File: config.mk
export PLATFORM = sky130hd
export DESIGN_NAME = uart_rx_sampler_flat
export DESIGN_NICKNAME = d
export VERILOG_FILES = /design/src/rtl/uart_rx_sampler_if.sv /design/src/rtl/uart_rx_sampler.sv /design/src/flat_wrapper.sv
export SDC_FILE = /design/constraint.sdc
export NUM_CORES = 1
export LEC_CHECK = 0
export BUFFER_PORTS_ARGS = -buffer_cell sky130_fd_sc_hd__buf_2
export CAP_MARGIN = 20
export CORE_ASPECT_RATIO = 1.2
export CORE_UTILIZATION = 63
export CTS_BUF_LIST = sky130_fd_sc_hd__clkbuf_16
export DETAILED_ROUTE_END_ITERATION = 8
export PLACE_DENSITY = 0.82
export SYNTH_ARGS = -nofsm -noshare
export SYNTH_HDL_FRONTEND = slang
export SYNTH_SLANG_ARGS = --single-unit
File: constraint.sdc
create_clock -name clk -period 6.73 [get_ports clk]
set_input_delay 0.3365 -clock clk [delete_from_list [all_inputs] [get_ports clk]]
set_output_delay 0.3365 -clock clk [all_outputs]
set_load 0.02 [all_outputs]
File: src/rtl/uart_rx_sampler_if.sv
// uart_rx_sampler_if: serial line in, received byte and status flags out.
interface uart_rx_sampler_if;
   logic       rx;
   logic [7:0] data;
   logic       valid;
   logic       busy;
   logic       frame_err;
   logic       parity_err;
   modport master (output rx, input data, valid, busy, frame_err, parity_err);
   modport slave  (input rx, output data, valid, busy, frame_err, parity_err);
endinterface

File: src/rtl/uart_rx_sampler.sv
// uart_rx_sampler: 8N1 UART receiver sampling mid-bit behind a 2-flop synchroniser.
// Define UART_RX_PARITY_EN for 8E1 frames with an even-parity check.
module uart_rx_sampler #(
   parameter int CLKS_PER_BIT = 5208
) (
   input logic clk,
   input logic reset,
   uart_rx_sampler_if.slave port
);
   localparam int HALF_BIT = CLKS_PER_BIT / 2;
   localparam int CW = $clog2(CLKS_PER_BIT);
   typedef enum logic [2:0] {IDLE, START, DATA, PARITY, STOP, WAIT_IDLE} state_t;
`ifdef UART_RX_PARITY_EN
   localparam state_t AFTER_DATA = PARITY;
`else
   localparam state_t AFTER_DATA = STOP;
`endif
   state_t state, state_n;
   logic [1:0] sync;
   logic rx_s, bit_end, half_end;
   logic [CW-1:0] cnt;
   logic [2:0] bit_idx;
   logic [7:0] shift;
   assign rx_s = sync[1];
   assign bit_end = cnt == CW'(CLKS_PER_BIT - 1);
   assign half_end = cnt == CW'(HALF_BIT - 1);
   assign port.busy = state != IDLE;
   always_comb begin
      state_n = state;
      unique case (state)
         IDLE:      state_n = rx_s ? IDLE : START;
         START:     state_n = half_end ? (rx_s ? IDLE : DATA) : START;
         DATA:      state_n = (bit_end && bit_idx == 3'd7) ? AFTER_DATA : DATA;
         PARITY:    state_n = bit_end ? STOP : PARITY;
         STOP:      state_n = bit_end ? (rx_s ? IDLE : WAIT_IDLE) : STOP;
         WAIT_IDLE: state_n = rx_s ? IDLE : WAIT_IDLE;
         default:   state_n = IDLE;
      endcase
   end
   // Counter restarts on every transition and at each bit boundary inside DATA.
   always_ff @(posedge clk or posedge reset)
      if (reset) begin
         sync <= 2'b11;
         state <= IDLE;
         cnt <= '0;
         bit_idx <= '0;
         shift <= '0;
         port.data <= '0;
         port.valid <= 1'b0;
         port.frame_err <= 1'b0;
      end else begin
         sync <= {sync[0], port.rx};
         state <= state_n;
         cnt <= (state_n != state || bit_end || state inside {IDLE, WAIT_IDLE}) ? '0 : cnt + CW'(1);
         bit_idx <= (state == START) ? 3'd0 : (state == DATA && bit_end) ? bit_idx + 3'd1 : bit_idx;
         if (state == DATA && bit_end) shift[bit_idx] <= rx_s;
         port.valid <= state == STOP && bit_end;
         if (state == STOP && bit_end) begin
            port.data <= shift;
            port.frame_err <= ~rx_s;
         end
      end
`ifdef UART_RX_PARITY_EN
   logic par;
   always_ff @(posedge clk or posedge reset)
      if (reset) begin
         par <= 1'b0;
         port.parity_err <= 1'b0;
      end else begin
         if (state == PARITY && bit_end) par <= rx_s;
         if (state == STOP && bit_end) port.parity_err <= par ^ (^shift);
      end
`else
   assign port.parity_err = 1'b0;
`endif
endmodule

File: src/flat_wrapper.sv
// flat-port wrapper written by rule: the top's interface ports become plain ports
module uart_rx_sampler_flat 
#(
   parameter int CLKS_PER_BIT = 5208
)
  (clk, reset, port_rx, port_data, port_valid, port_busy, port_frame_err, port_parity_err);
  uart_rx_sampler_if port_i ();
  input logic clk;
  input logic reset;
  input wire logic [$bits(port_i.rx)-1:0] port_rx;
  output wire logic [$bits(port_i.data)-1:0] port_data;
  output wire logic [$bits(port_i.valid)-1:0] port_valid;
  output wire logic [$bits(port_i.busy)-1:0] port_busy;
  output wire logic [$bits(port_i.frame_err)-1:0] port_frame_err;
  output wire logic [$bits(port_i.parity_err)-1:0] port_parity_err;
  assign port_i.rx = port_rx;
  assign port_data = port_i.data;
  assign port_valid = port_i.valid;
  assign port_busy = port_i.busy;
  assign port_frame_err = port_i.frame_err;
  assign port_parity_err = port_i.parity_err;
  uart_rx_sampler #(.CLKS_PER_BIT(CLKS_PER_BIT)) u_core (.clk(clk), .reset(reset), .port(port_i));
endmodule
==> out/qor.txt <==
ROUTING
-------------------------------------------------------------------------------
Post-route DRC                                                                0
First DRT Iteration DRCs                                                     41
Post-detailed-route via-to-cell ratio                                      6.28
First-pass DRT Iterations                                                     4
Detailed-route via count                                                  1,412
Post-DRT Antenna Nets                                                         0
Wirelength per Cell                                                15.8 microns
Routed wire length                                                      3.55 mm

WORST SETUP PATH
-------------------------------------------------------------------------------
Highest cell delay on the worst timing path                             0.79 ns
CP cell instances                                                  or4b_4 > nor4_4 > nand2_2 > mux2_2
Crit path arrival time                                                  2.81 ns
Top Family by Delay on Critical Path                               simple AND/OR/NAND/NOR gates
Standard cell with the maximum stage delay on the critical path    sky130_fd_sc_hd__nor4_4
Data required time of the worst path                                    6.89 ns
Largest fanout on the critical path                                          17
Combined buffer and inverter count along the critical path                    0
Type of element launching the critical path                           flip-flop
Beginning of the worst register-to-register path                   u_core.cnt[5]
Endpoint class of the critical path                                   flip-flop
Worst reg-to-reg path cell count                                              4
Capturing point of the worst reg2reg path                          u_core.port.data[1]
Worst-case register-to-register setup slack                             4.08 ns
Critical path class                                                flip-flop to flip-flop

FLOORPLANNING
-------------------------------------------------------------------------------
Number of rows created at floorplan                                          21
Height of the die                                                  62.6 microns
Number of placed I/O pins                                                    15
Die footprint                                                      0.00328 sq mm
Core region area                                                   0.00284 sq mm
Die span in x                                                      52.5 microns
Starting density of the core                                              67.9%

POWER
-------------------------------------------------------------------------------
Power per cell area                                                 214 mW/mm^2
Peak ir drop on the vdd network                                        0.206 mV
Leakage Power                                                       0.000992 uW

LAYOUT
-------------------------------------------------------------------------------
Top library cells by usage in the layout, fill and taps aside      sky130_fd_sc_hd__dfrtp_1 (37), sky130_fd_sc_hd__mux2_2 (16), sky130_fd_sc_hd__nor2_1 (15)
Final instance area                                                0.00214 sq mm
Total area of sequential cells                                        978 sq um
Layout Area Growth over Synthesis                                         11.2%
Share of cells above drive strength 1                                     24.6%
Antenna cell count                                                            0
Filler cell count                                                           179
Area used by multi-input combinational logic                          880 sq um
Leading cell type in the layout, fill and taps excluded            sky130_fd_sc_hd__dfrtp_1
Total number of nets in the final design                                    196

PLACEMENT
-------------------------------------------------------------------------------
Routability Congestion                                                    0.835
Area after detailed placement                                      0.00200 sq mm
Placed wire-length estimate                                             2.50 mm
Input/output buffers                                                         13

YOSYS
-------------------------------------------------------------------------------
Avg Cell Area, Syn                                                   10.9 sq um
Netlist area before placement                                      0.00193 sq mm
Synth warnings                                                                0
Leading cell types by total area after synthesis                   sky130_fd_sc_hd__dfrtp_1 (48%), sky130_fd_sc_hd__mux2_2 (9.4%), sky130_fd_sc_hd__xnor2_1 (3.6%)
Cell type contributing the most total cell area after synthesis    sky130_fd_sc_hd__dfrtp_1
Share of synthesized area occupied by flip-flops and latches              50.8%
Post-synthesis sequential element count                                      39
Post-synthesis instance total                                               176
Net Count, Synth                                                            182
Top-area cell type share of the netlist area                              48.1%
Yosys cell types                                                             44

STA
-------------------------------------------------------------------------------
Setup repair after global routing missed its margin                          no
Clock period minus worst slack                                          2.65 ns
Setup Total Neg Slack                                                      0 ns
Highest achievable clock rate                                           377 MHz
Hold violation count in the final report                                      0
Total of endpoints with negative setup slack in the final report              0
Max-slew headroom at the worst pin                                        41.5%
Transition time at the pin with the least slew margin                  0.871 ns
Final Hold Slack                                                       0.160 ns
Number of pins with negative max-slew slack in the final report               0
Skew final                                                           0.00439 ns
Fin crit share                                                            39.4%

GLOBAL ROUTE
-------------------------------------------------------------------------------
Global-route wire length before repair                                  5.99 mm
Number of global-route vias before repair                                 1,362
Initial antenna violation count                                               0
Gr ovfl total                                                                 0
Maximum number of pins on one net before global-route repair                 40
Overall Global Routing Usage                                              24.7%

CLOCKING
-------------------------------------------------------------------------------
CTS tree                                                                    yes
Post-CTS Setup Inserts                                                        0
Resized cells post-CTS                                                        0
CTS clock-pin slew for the worst setup and hold paths                   0.05 ns
H-tree level count                                                            2
Clock buffers created by TritonCTS                                            5
Clock sink count                                                             39
Root cell of the clock tree                                        sky130_fd_sc_hd__clkbuf_16
Insertion delay of the later-clocked pin in the worst-skew pair         0.28 ns
Number of hold-repair buffers added at the cts stage                          0
Clk buf depth                                                                 2

WORST HOLD PATH
-------------------------------------------------------------------------------
Hold Path Sink                                                     u_core.sync[0]
Type of the worst min-delay path                                   input pin to flip-flop
Critical hold path startpoint                                           port_rx
Number of instances on the worst hold path                                    1

RUN STATUS
-------------------------------------------------------------------------------
Run status                                                            completed

JOB
-------------------------------------------------------------------------------
Max Cap Viol                                                                  0

[registers in the layout, summed over array words and instances, names as in the netlist]
name	cells
u_core.port.valid	1
u_core.shift	8
u_core.port.data	8
u_core.port.frame_err	1
u_core.bit_idx	3
u_core.cnt	13
u_core.sync	2
u_core.state	3
[cell usage after synthesis, drive strengths merged]
cell type,n
a21o,1
a21oi,1
nand4bb,1
dfstp,2
xor2,3
a22oi,2
xnor2,8
nor2b,2
nand4,9
o211ai,5
conb,1
nor3,6
inv,8
nand2,11
or2,1
or4,5
and2,1
a311oi,1
ha,3
or4b,2
nor2,15
nor3b,1
o31ai,1
clkbuf,5
nand3b,1
and4,1
o21ai,4
mux2,16
o2111ai,1
buf,2
nand2b,2
dfrtp,37
or3,2
a32oi,1
mux2i,1
nor4,3
nand3,10
[final cells by class]
class | count | share of cell area, %
clock buffer | 5 | 5.84
sequential | 39 | 45.7
multi-input combinational | 122 | 41.1
tap | 34 | 1.99
timing repair buffer | 14 | 3.39
inverter | 8 | 1.40
clock inverter | 3 | 0.584
[through the flow]
step / total power, uW / utilization, % / setup slack (ns) / instances
after detailed placement: 248 / 70.6 / 4.11 / 217
after global routing: 476 / 75.4 / 3.92 / 225
final: 459 / 75.4 / 4.08 / 225
after global placement: 247 / 70.6 / 4.22 / 217
after floorplan: 246 / - / 4.56 / 176
after CTS: 462 / 75.4 / 4.06 / 225
[worst reg2reg max path, cell delays in order (launching register included)]
cell                      delay, ns
sky130_fd_sc_hd__dfrtp_1       0.45
sky130_fd_sc_hd__or4b_4        0.59
sky130_fd_sc_hd__nor4_4        0.79
sky130_fd_sc_hd__nand2_2       0.33
sky130_fd_sc_hd__mux2_2        0.37
[worst max-delay path by stage]
stage                  start                  end  slack, ns  depth (start not counted)
2_1_floorplan  u_core.cnt[0]        u_core.cnt[3]       4.56                          5
3_3_place_gp   u_core.cnt[5]  u_core.port.data[2]       4.22                          4
3_5_place_dp   u_core.cnt[5]  u_core.port.data[1]       4.11                          4
4_1_cts        u_core.cnt[5]  u_core.port.data[1]       4.06                          4
5_1_grt        u_core.cnt[5]  u_core.port.data[1]       3.92                          4
6_report       u_core.cnt[5]  u_core.port.data[1]       4.08                          4
[per-layer routing]
| layer | routed length [microns] | global-route usage, % | vias up |
|---|---|---|---|
| li1 | - | - | 662 |
| met1 | 1390 | 28.3 | 702 |
| met2 | 1960 | 43.7 | 44 |
| met3 | 163 | 6.33 | 4 |
| met4 | 33 | 7.24 | 0 |
| met5 | 0 | 0 | - |
[logic make-up (layout without fill, tap and decap cells)]
kind of cell / count (synthesis) / in the layout / share of synthesized area, %
muxes: 17 / 17 / 9.88
and+or+nand+nor: 73 / 73 / 22.2
adders and majority gates: 3 / 3 / 1.95
DFF: 39 / 39 / 50.8
buffers and inverters: 15 / 30 / 3.51
AOI/OAI and AO/OA: 17 / 17 / 6.50
xor gates and xnor gates: 11 / 11 / 5.00
other: 1 / 1 / 0.195
[power breakdown]
| group | internal, uW | switching, uW | leakage [uW] |
|---|---|---|---|
| clock network | 134 | 81.8 | 0.0000762 |
| logic | 1.05 | 5.50 | 0.000393 |
| registers | 236 | 1.10 | 0.000523 |
Note: power is estimated with default switching activity, not from simulation.
